`config.mk`:
```
export PLATFORM = sky130hd
export DESIGN_NAME = psr_window_unit_flat
export DESIGN_NICKNAME = d
export VERILOG_FILES = /design/src/rtl/psr_window_unit_if.sv /design/src/rtl/psr_window_unit.sv /design/src/flat_wrapper.sv
export SDC_FILE = /design/constraint.sdc
export NUM_CORES = 1
export LEC_CHECK = 0
export ABC_CLOCK_PERIOD_IN_PS = 2350
export CORE_MARGIN = 5
export CORE_UTILIZATION = 39
export CTS_BUF_LIST = sky130_fd_sc_hd__clkbuf_8 sky130_fd_sc_hd__clkbuf_16
export DETAILED_ROUTE_END_ITERATION = 16
export PLACE_DENSITY = 0.75
export REMOVE_ABC_BUFFERS = 1
export SYNTH_ARGS = -nofsm -noshare
export SYNTH_HDL_FRONTEND = slang
export SYNTH_SLANG_ARGS = --single-unit
```
`constraint.sdc`:
```
create_clock -name clk -period 2.35 [get_ports clk]
set_input_delay 0.5875 -clock clk [delete_from_list [all_inputs] [get_ports clk]]
set_output_delay 0.5875 -clock clk [all_outputs]
set_load 0.02 [all_outputs]
```
`src/rtl/psr_window_unit_if.sv`:
```
// Condition-code / register-window request and status bundle between the ALU-side
// controller (master) and psr_window_unit (slave).
interface psr_window_unit_if #(
    parameter int NWIN   = 8,
    parameter int FLAG_W = 4
);
    localparam int CWP_W = (NWIN > 2) ? $clog2(NWIN) : 1;

    logic [FLAG_W-1:0] flags_in;
    logic              flag_ld;
    logic [FLAG_W-1:0] flag_mask;
    logic              wim_ld;
    logic [NWIN-1:0]   wim_in;
    logic              save;
    logic              restore;
    logic              trap;
    logic              rett;

    logic [FLAG_W-1:0] flags_out;
    logic [CWP_W-1:0]  cwp;
    logic [NWIN-1:0]   wim;
    logic              et;
    logic              win_ovf;
    logic              win_unf;
    logic              err_mode;
    logic              rett_ill;

    modport master (
        output flags_in, flag_ld, flag_mask, wim_ld, wim_in, save, restore, trap, rett,
        input  flags_out, cwp, wim, et, win_ovf, win_unf, err_mode, rett_ill
    );

    modport slave (
        input  flags_in, flag_ld, flag_mask, wim_ld, wim_in, save, restore, trap, rett,
        output flags_out, cwp, wim, et, win_ovf, win_unf, err_mode, rett_ill
    );
endinterface

```
`src/rtl/psr_window_unit.sv`:
```
// Condition codes plus SPARC CWP/WIM/ET state; resolves SAVE/RESTORE/trap/RETT window moves.
// Single-cycle: all state and exception pulses registered, no backpressure (every request decided at its edge).
module psr_window_unit #(
    parameter int NWIN   = 8,
    parameter int FLAG_W = 4
) (
    input  logic            clk,
    input  logic            rst_n,
    psr_window_unit_if.slave bus
);
    localparam int CWP_W = (NWIN > 2) ? $clog2(NWIN) : 1;
    localparam logic [CWP_W-1:0] CWP_LAST = CWP_W'(NWIN - 1);

    logic [FLAG_W-1:0] flags_q, flags_n, flag_wr;
    logic [CWP_W-1:0]  cwp_q, cwp_n, cwp_dec, cwp_inc;
    logic [NWIN-1:0]   wim_q, wim_n;
    logic              et_q, et_n;
    logic              ovf_q, ovf_n, unf_q, unf_n, err_q, err_n, rill_q, rill_n;

    // Explicit wrap compares: NWIN need not be a power of two.
    assign cwp_dec = (cwp_q == '0)       ? CWP_LAST : cwp_q - CWP_W'(1);
    assign cwp_inc = (cwp_q == CWP_LAST) ? '0       : cwp_q + CWP_W'(1);

    assign flag_wr = {FLAG_W{bus.flag_ld}} & bus.flag_mask;
    assign flags_n = (flags_q & ~flag_wr) | (bus.flags_in & flag_wr);
    assign wim_n   = bus.wim_ld ? bus.wim_in : wim_q;

    // Only the highest-priority request acts; all window decisions use wim_q, not wim_in.
    always_comb begin
        cwp_n  = cwp_q;
        et_n   = et_q;
        ovf_n  = 1'b0;
        unf_n  = 1'b0;
        err_n  = 1'b0;
        rill_n = 1'b0;
        if (bus.trap) begin
            if (et_q) begin
                cwp_n = cwp_dec;
                et_n  = 1'b0;
            end else begin
                err_n = 1'b1;
            end
        end else if (bus.rett) begin
            if (et_q) begin
                rill_n = 1'b1;
            end else if (wim_q[cwp_inc]) begin
                unf_n = 1'b1;
            end else begin
                cwp_n = cwp_inc;
                et_n  = 1'b1;
            end
        end else if (bus.save) begin
            if (wim_q[cwp_dec]) ovf_n = 1'b1;
            else                cwp_n = cwp_dec;
        end else if (bus.restore) begin
            if (wim_q[cwp_inc]) unf_n = 1'b1;
            else                cwp_n = cwp_inc;
        end
    end

    always_ff @(posedge clk) begin
        if (!rst_n) begin
            flags_q <= '0;
            cwp_q   <= '0;
            wim_q   <= '0;
            et_q    <= 1'b0;
            ovf_q   <= 1'b0;
            unf_q   <= 1'b0;
            err_q   <= 1'b0;
            rill_q  <= 1'b0;
        end else begin
            flags_q <= flags_n;
            cwp_q   <= cwp_n;
            wim_q   <= wim_n;
            et_q    <= et_n;
            ovf_q   <= ovf_n;
            unf_q   <= unf_n;
            err_q   <= err_n;
            rill_q  <= rill_n;
        end
    end

    assign bus.flags_out = flags_q;
    assign bus.cwp       = cwp_q;
    assign bus.wim       = wim_q;
    assign bus.et        = et_q;
    assign bus.win_ovf   = ovf_q;
    assign bus.win_unf   = unf_q;
    assign bus.err_mode  = err_q;
    assign bus.rett_ill  = rill_q;
endmodule

```
`src/flat_wrapper.sv`:
```
// flat-port wrapper written by rule: the top's interface ports become plain ports
module psr_window_unit_flat 
#(
    parameter int NWIN   = 8,
    parameter int FLAG_W = 4
)
  (clk, rst_n, bus_flags_in, bus_flag_ld, bus_flag_mask, bus_wim_ld, bus_wim_in, bus_save, bus_restore, bus_trap, bus_rett, bus_flags_out, bus_cwp, bus_wim, bus_et, bus_win_ovf, bus_win_unf, bus_err_mode, bus_rett_ill);
  psr_window_unit_if #(.NWIN(NWIN), .FLAG_W(FLAG_W)) bus_i ();
  input  logic clk;
  input  logic rst_n;
  input wire logic [$bits(bus_i.flags_in)-1:0] bus_flags_in;
  input wire logic [$bits(bus_i.flag_ld)-1:0] bus_flag_ld;
  input wire logic [$bits(bus_i.flag_mask)-1:0] bus_flag_mask;
  input wire logic [$bits(bus_i.wim_ld)-1:0] bus_wim_ld;
  input wire logic [$bits(bus_i.wim_in)-1:0] bus_wim_in;
  input wire logic [$bits(bus_i.save)-1:0] bus_save;
  input wire logic [$bits(bus_i.restore)-1:0] bus_restore;
  input wire logic [$bits(bus_i.trap)-1:0] bus_trap;
  input wire logic [$bits(bus_i.rett)-1:0] bus_rett;
  output wire logic [$bits(bus_i.flags_out)-1:0] bus_flags_out;
  output wire logic [$bits(bus_i.cwp)-1:0] bus_cwp;
  output wire logic [$bits(bus_i.wim)-1:0] bus_wim;
  output wire logic [$bits(bus_i.et)-1:0] bus_et;
  output wire logic [$bits(bus_i.win_ovf)-1:0] bus_win_ovf;
  output wire logic [$bits(bus_i.win_unf)-1:0] bus_win_unf;
  output wire logic [$bits(bus_i.err_mode)-1:0] bus_err_mode;
  output wire logic [$bits(bus_i.rett_ill)-1:0] bus_rett_ill;
  assign bus_i.flags_in = bus_flags_in;
  assign bus_i.flag_ld = bus_flag_ld;
  assign bus_i.flag_mask = bus_flag_mask;
  assign bus_i.wim_ld = bus_wim_ld;
  assign bus_i.wim_in = bus_wim_in;
  assign bus_i.save = bus_save;
  assign bus_i.restore = bus_restore;
  assign bus_i.trap = bus_trap;
  assign bus_i.rett = bus_rett;
  assign bus_flags_out = bus_i.flags_out;
  assign bus_cwp = bus_i.cwp;
  assign bus_wim = bus_i.wim;
  assign bus_et = bus_i.et;
  assign bus_win_ovf = bus_i.win_ovf;
  assign bus_win_unf = bus_i.win_unf;
  assign bus_err_mode = bus_i.err_mode;
  assign bus_rett_ill = bus_i.rett_ill;
  psr_window_unit #(.NWIN(NWIN), .FLAG_W(FLAG_W)) u_core (.clk(clk), .rst_n(rst_n), .bus(bus_i));
endmodule
```
* Word level (Yosys, flattened, before mapping) *
Cells that the tools add are included.

storage, ports and cells
  input port bits = 24
  output and inout bits = 20
  register bits after elaboration = 20
  word-level logic and storage cells = 55

operators by class
  reductions and logical operators = 7
  $add $sub $neg = 2
  bitwise logic cells = 8
  mux-type cells = 24
  magnitude comparators = 2
  eq/ne operators = 4

operators with widths
  operator             count
  $mux 3               10
  $and 4x4->4          3
  $mux 1               12
  $lt 3x4->1 const B   2
  $bmux 1 s3           2
  $ne 4x4->1 const B   1
  $not 4->4            1
  $or 4x4->4           1
  $reduce_and 4->1     1
  $reduce_bool 4->1    1
  $reduce_or 4->1      1
  $add 3x1->3 const B  1
  $eq 3x3->1 const B   1
  $logic_not 3->1      1
  $ne 3x3->1 const B   1
  $not 1->1            3
  $reduce_or 3->1      1
  $sub 3x1->3 const B  1
  $ne 2x1->1 const B   1
  $reduce_and 2->1     1
  $reduce_or 2->1      1

* Depth between registers and ports, before layout *
  word-level depth = 9
  mapped depth = 9

* Worst setup path before layout *
No wires, ideal clock.

  path type = reg2reg
  start = reg u_core.cwp_q[0], in the netlist u_core.bus.cwp[0]
  end = reg u_core.cwp_q[1], in the netlist u_core.bus.cwp[1]
  period minus slack after synthesis = 2610 ps
  data required time = 2228 ps
  library setup time = 122 ps
  cell stages (with the launch flop) = 10
  setup slack = -260 ps
  data arrival time = 2488 ps
  buffers on the path = 1
  path through = dfxtp_1 inv_1 ha_1 buf_6 mux2_4 and3_4 o41a_1 o211ai_2 nand2_2 a311o_1

between the ends
  longest elaborated chain between the ends = 9
  elaborated cells between the ends (all ways) = 20

RTL lines
  what                                              line                                          text
  start, declared                                   psr_window_unit.sv:15                         logic [CWP_W-1:0] cwp_q, cwp_n, cwp_dec, cwp_inc;
  start signal, assigned                            psr_window_unit.sv:73                         cwp_q <= cwp_n;
  $add 3x1->3 / $eq 3x3->1 (equally long branches)  psr_window_unit.sv:22                         assign cwp_inc = (cwp_q == CWP_LAST) ? '0 : cwp_q + CWP_W'(1);
  $mux 3                                            psr_window_unit.sv:22
  $bmux 1 s3                                        psr_window_unit.sv:46, psr_window_unit.sv:56
  $mux 1 (implied by the code)                      psr_window_unit.sv:46, psr_window_unit.sv:56
  $mux 3                                            psr_window_unit.sv:46, psr_window_unit.sv:56
  $mux 3                                            psr_window_unit.sv:55                         end else if (bus.restore) begin
  $mux 3                                            psr_window_unit.sv:52                         end else if (bus.save) begin
  $mux 3                                            psr_window_unit.sv:43                         end else if (bus.rett) begin
  $mux 3                                            psr_window_unit.sv:36                         if (bus.trap) begin

Several ways; a longest one is shown, not always the timed one. The select of a mux whose other input is x is not followed.
A chain may end at the register's enable or synchronous reset.

* Worst setup path in the final report *
Ends and elaborated chain as after synthesis.

==> reports/results.txt <==
Maximum fanout along the worst path - 3
Reg area - 403 µm²
Total track usage - 17.0%
Syn Inst Count - 120
Die X - 64.1 µm
Core region area - 0.00278 mm²
Post-synthesis sequential area ratio - 35.1%
R2r setup slk - 70 ps
Congestion Overflow GR - 0
Worst Path Arrival - 2430 ps
Most frequent cells in the layout - clkdlybuf4s50_1 (43), dfxtp_1 (18), nand2_1 (15), nor2_1 (12), a21oi_1 (10)
First-pass GRT wire length - 5.55 mm
Int Pwr - 0.788 mW
Max VDD drop - 0.000426 V
Post-synthesis cell area - 0.00114 mm²
Largest net degree at the start of global routing - 16
DR vias/cell - 5.76
WL/cell - 16.9 µm
Via count - 1170
Status - completed
Fin crit period - 2280 ps
IO Pins - 44
1st-pass router iterations - 4
Hold Fails Final Rpt - 0
Vias in the first global route - 1203
Fillcell total - 237
Clk network pwr share - 22.8%
CTS tree - done
Post-synth cell types - 35
# clock sinks - 20
DIE AREA - 0.00410 mm²
GP Congestion - 0.864
CTS root buf - clkbuf_8
Maximum clock path buffer count - 2
CP Data Required Time - 2500 ps
Psw - 0.394 mW
Pwr dens - 677 mW/mm²
Antenna Cells - 0
Final setup fails - 0
Net switching share of the total power - 33.3%
Crit Path Class - reg2reg
CP Capture Type - flip-flop
Initial Util - 41.0%
Syn_area_per_cell - 9.50 µm²
Max Slew Vio Count - 0
Dpl hpwl - 2.57 mm
Routed Antenna Nets - 0
RSZ-0062 raised after global routing - false
Post-route setup TNS - 0 ps
Multi-input gate area in the final layout - 733 µm²
DRT iter0 DRCs - 48
Routed WL - 3.44 mm
Hold Path Class - reg2reg
Yosys reg bits - 20
Final Cycle Share - 97.0%
Leak - 0.701 nW
Combinational power share - 43.6%
Row count - 19
Max-cap violations - 0
Worst slew margin - 68.5%
Port-buffer cells - 43
Share of cells above drive strength 1 - 19.2%
H-tree depth - 1
Main area contributors after synthesis - dfxtp_1 (35%), mux2i_1 (7.9%), mux4_1 (6.9%)
Initial antenna violation count - 0
Synth warn - 0
Least-Margin Pin Slew - 471 ps
# DRC - 0
Nets - 201
Fin Hold WS - 457 ps
Cts bufs inserted - 3
Yosys top cell area share - 35.1%
Syn-to-layout area delta - 53.2%
Die Y-Extent - 64.1 µm
Fmax achieved - 439 MHz
Worst Clk Skew - 7.27 ps
Largest area contributor in the netlist - dfxtp_1
Post-layout util - 62.8%
Flop pwr share - 33.6%
Worst Setup Start Kind - flip-flop
Worst-skew pair later-pin latency - 260 ps
Clock slew at reported path FFs - 80 ps
Commonest non-fill, non-tap cell in the layout - clkdlybuf4s50_1
timing repair:
action,CTS,global route
buffers inserted,0,2
gates resized for setup,3,8
pin swaps,0,1
hold buffers,0,0
setup endpoints to repair,2,2
area by class of cell:
class                      instances  area share [%]
clock buffer                       4            3.15
inverter                           5            1.07
multi-input combinational         91            42.0
sequential                        20            23.1
tap                               31            2.22
timing repair buffer              52            28.5
final timing paths:
path | start | end | cells past startpoint
worst min-delay path | flip-flop | flip-flop | 2
worst max-delay path | u_core.bus.cwp[0] | u_core.bus.cwp[1] | 8
worst min register to register | flip-flop | flip-flop | 2
worst max register to register | u_core.bus.cwp[0] | u_core.bus.cwp[1] | 8
power groups by stage:
| stage | sequential, mW | clock, mW | combinational, mW |
|---|---|---|---|
| finish | 0.398 | 0.269 | 0.516 |
| global route | 0.402 | 0.297 | 0.550 |
| CTS | 0.393 | 0.274 | 0.483 |
| detailed placement | 0.399 | 0 | 0.464 |
| global placement | 0.396 | 0 | 0.450 |
| floorplan | 0.430 | 0 | 0.238 |
cell families (layout without fill, tap and decap cells):
logic type,Yosys count,after routing,synth area share (%)
AO/OA/AOI/OAI,26,26,15.6
AND/OR/NAND/NOR,44,44,18.2
multiplexers,17,17,23.1
flip-flops,20,20,35.1
buffers and inverters,9,61,3.62
adder cells (fa/ha/maj),4,4,4.39
cell usage after synthesis:
library cell,number
dfxtp_1,20
nand2_1,15
nor2_1,12
a21oi_1,10
mux2i_1,9
inv_1,5
nand3_1,5
o21ai_0,5
ha_1,4
clkbuf_1,3
mux4_1,3
nand2b_1,3
mux4_2,2
nand4_1,2
nor3_1,2
a2111oi_0,1
a211oi_1,1
a311o_1,1
and3_4,1
buf_6,1
mux2_2,1
mux2_4,1
mux2i_4,1
nand2_2,1
nor2_2,1
o2111ai_1,1
o211a_1,1
o211ai_2,1
o21a_1,1
o21bai_1,1
o311a_1,1
o41a_1,1
o41ai_1,1
or2b_2,1
or3_2,1
routing by layer:
| metal | global-route usage, % | part of all wire [%] | vias up |
|---|---|---|---|
| met1 | 21.2 | 42 | 569 |
| met5 | 0 | 0 | - |
| li1 | - | - | 542 |
| met3 | 3.68 | 6.8 | 13 |
| met4 | 7.53 | 3.0 | 0 |
| met2 | 27.9 | 48 | 46 |
worst max-delay path, stage by stage, from the launching register on:
cell and delay (ps):
dfxtp_2 360, inv_2 70, ha_4 270, mux2_4 290, and3_4 180, o41a_1 460, o211ai_2 100, nand2_2 90
a311o_1 350
per-stage QoR:
| step | instances | worst slack [ps] | instance area (µm²) | total power [mW] |
|---|---|---|---|---|
| finish | 203 | 69.7 | 1750 | 1.18 |
| global route | 203 | 4.70 | 1750 | 1.25 |
| CTS | 201 | 28.8 | 1700 | 1.15 |
| detailed placement | 197 | 16.0 | 1640 | 0.863 |
| global placement | 197 | 89.8 | 1640 | 0.846 |
| floorplan | 116 | -368 | 1120 | 0.668 |
(Power assumes the default switching activity.)
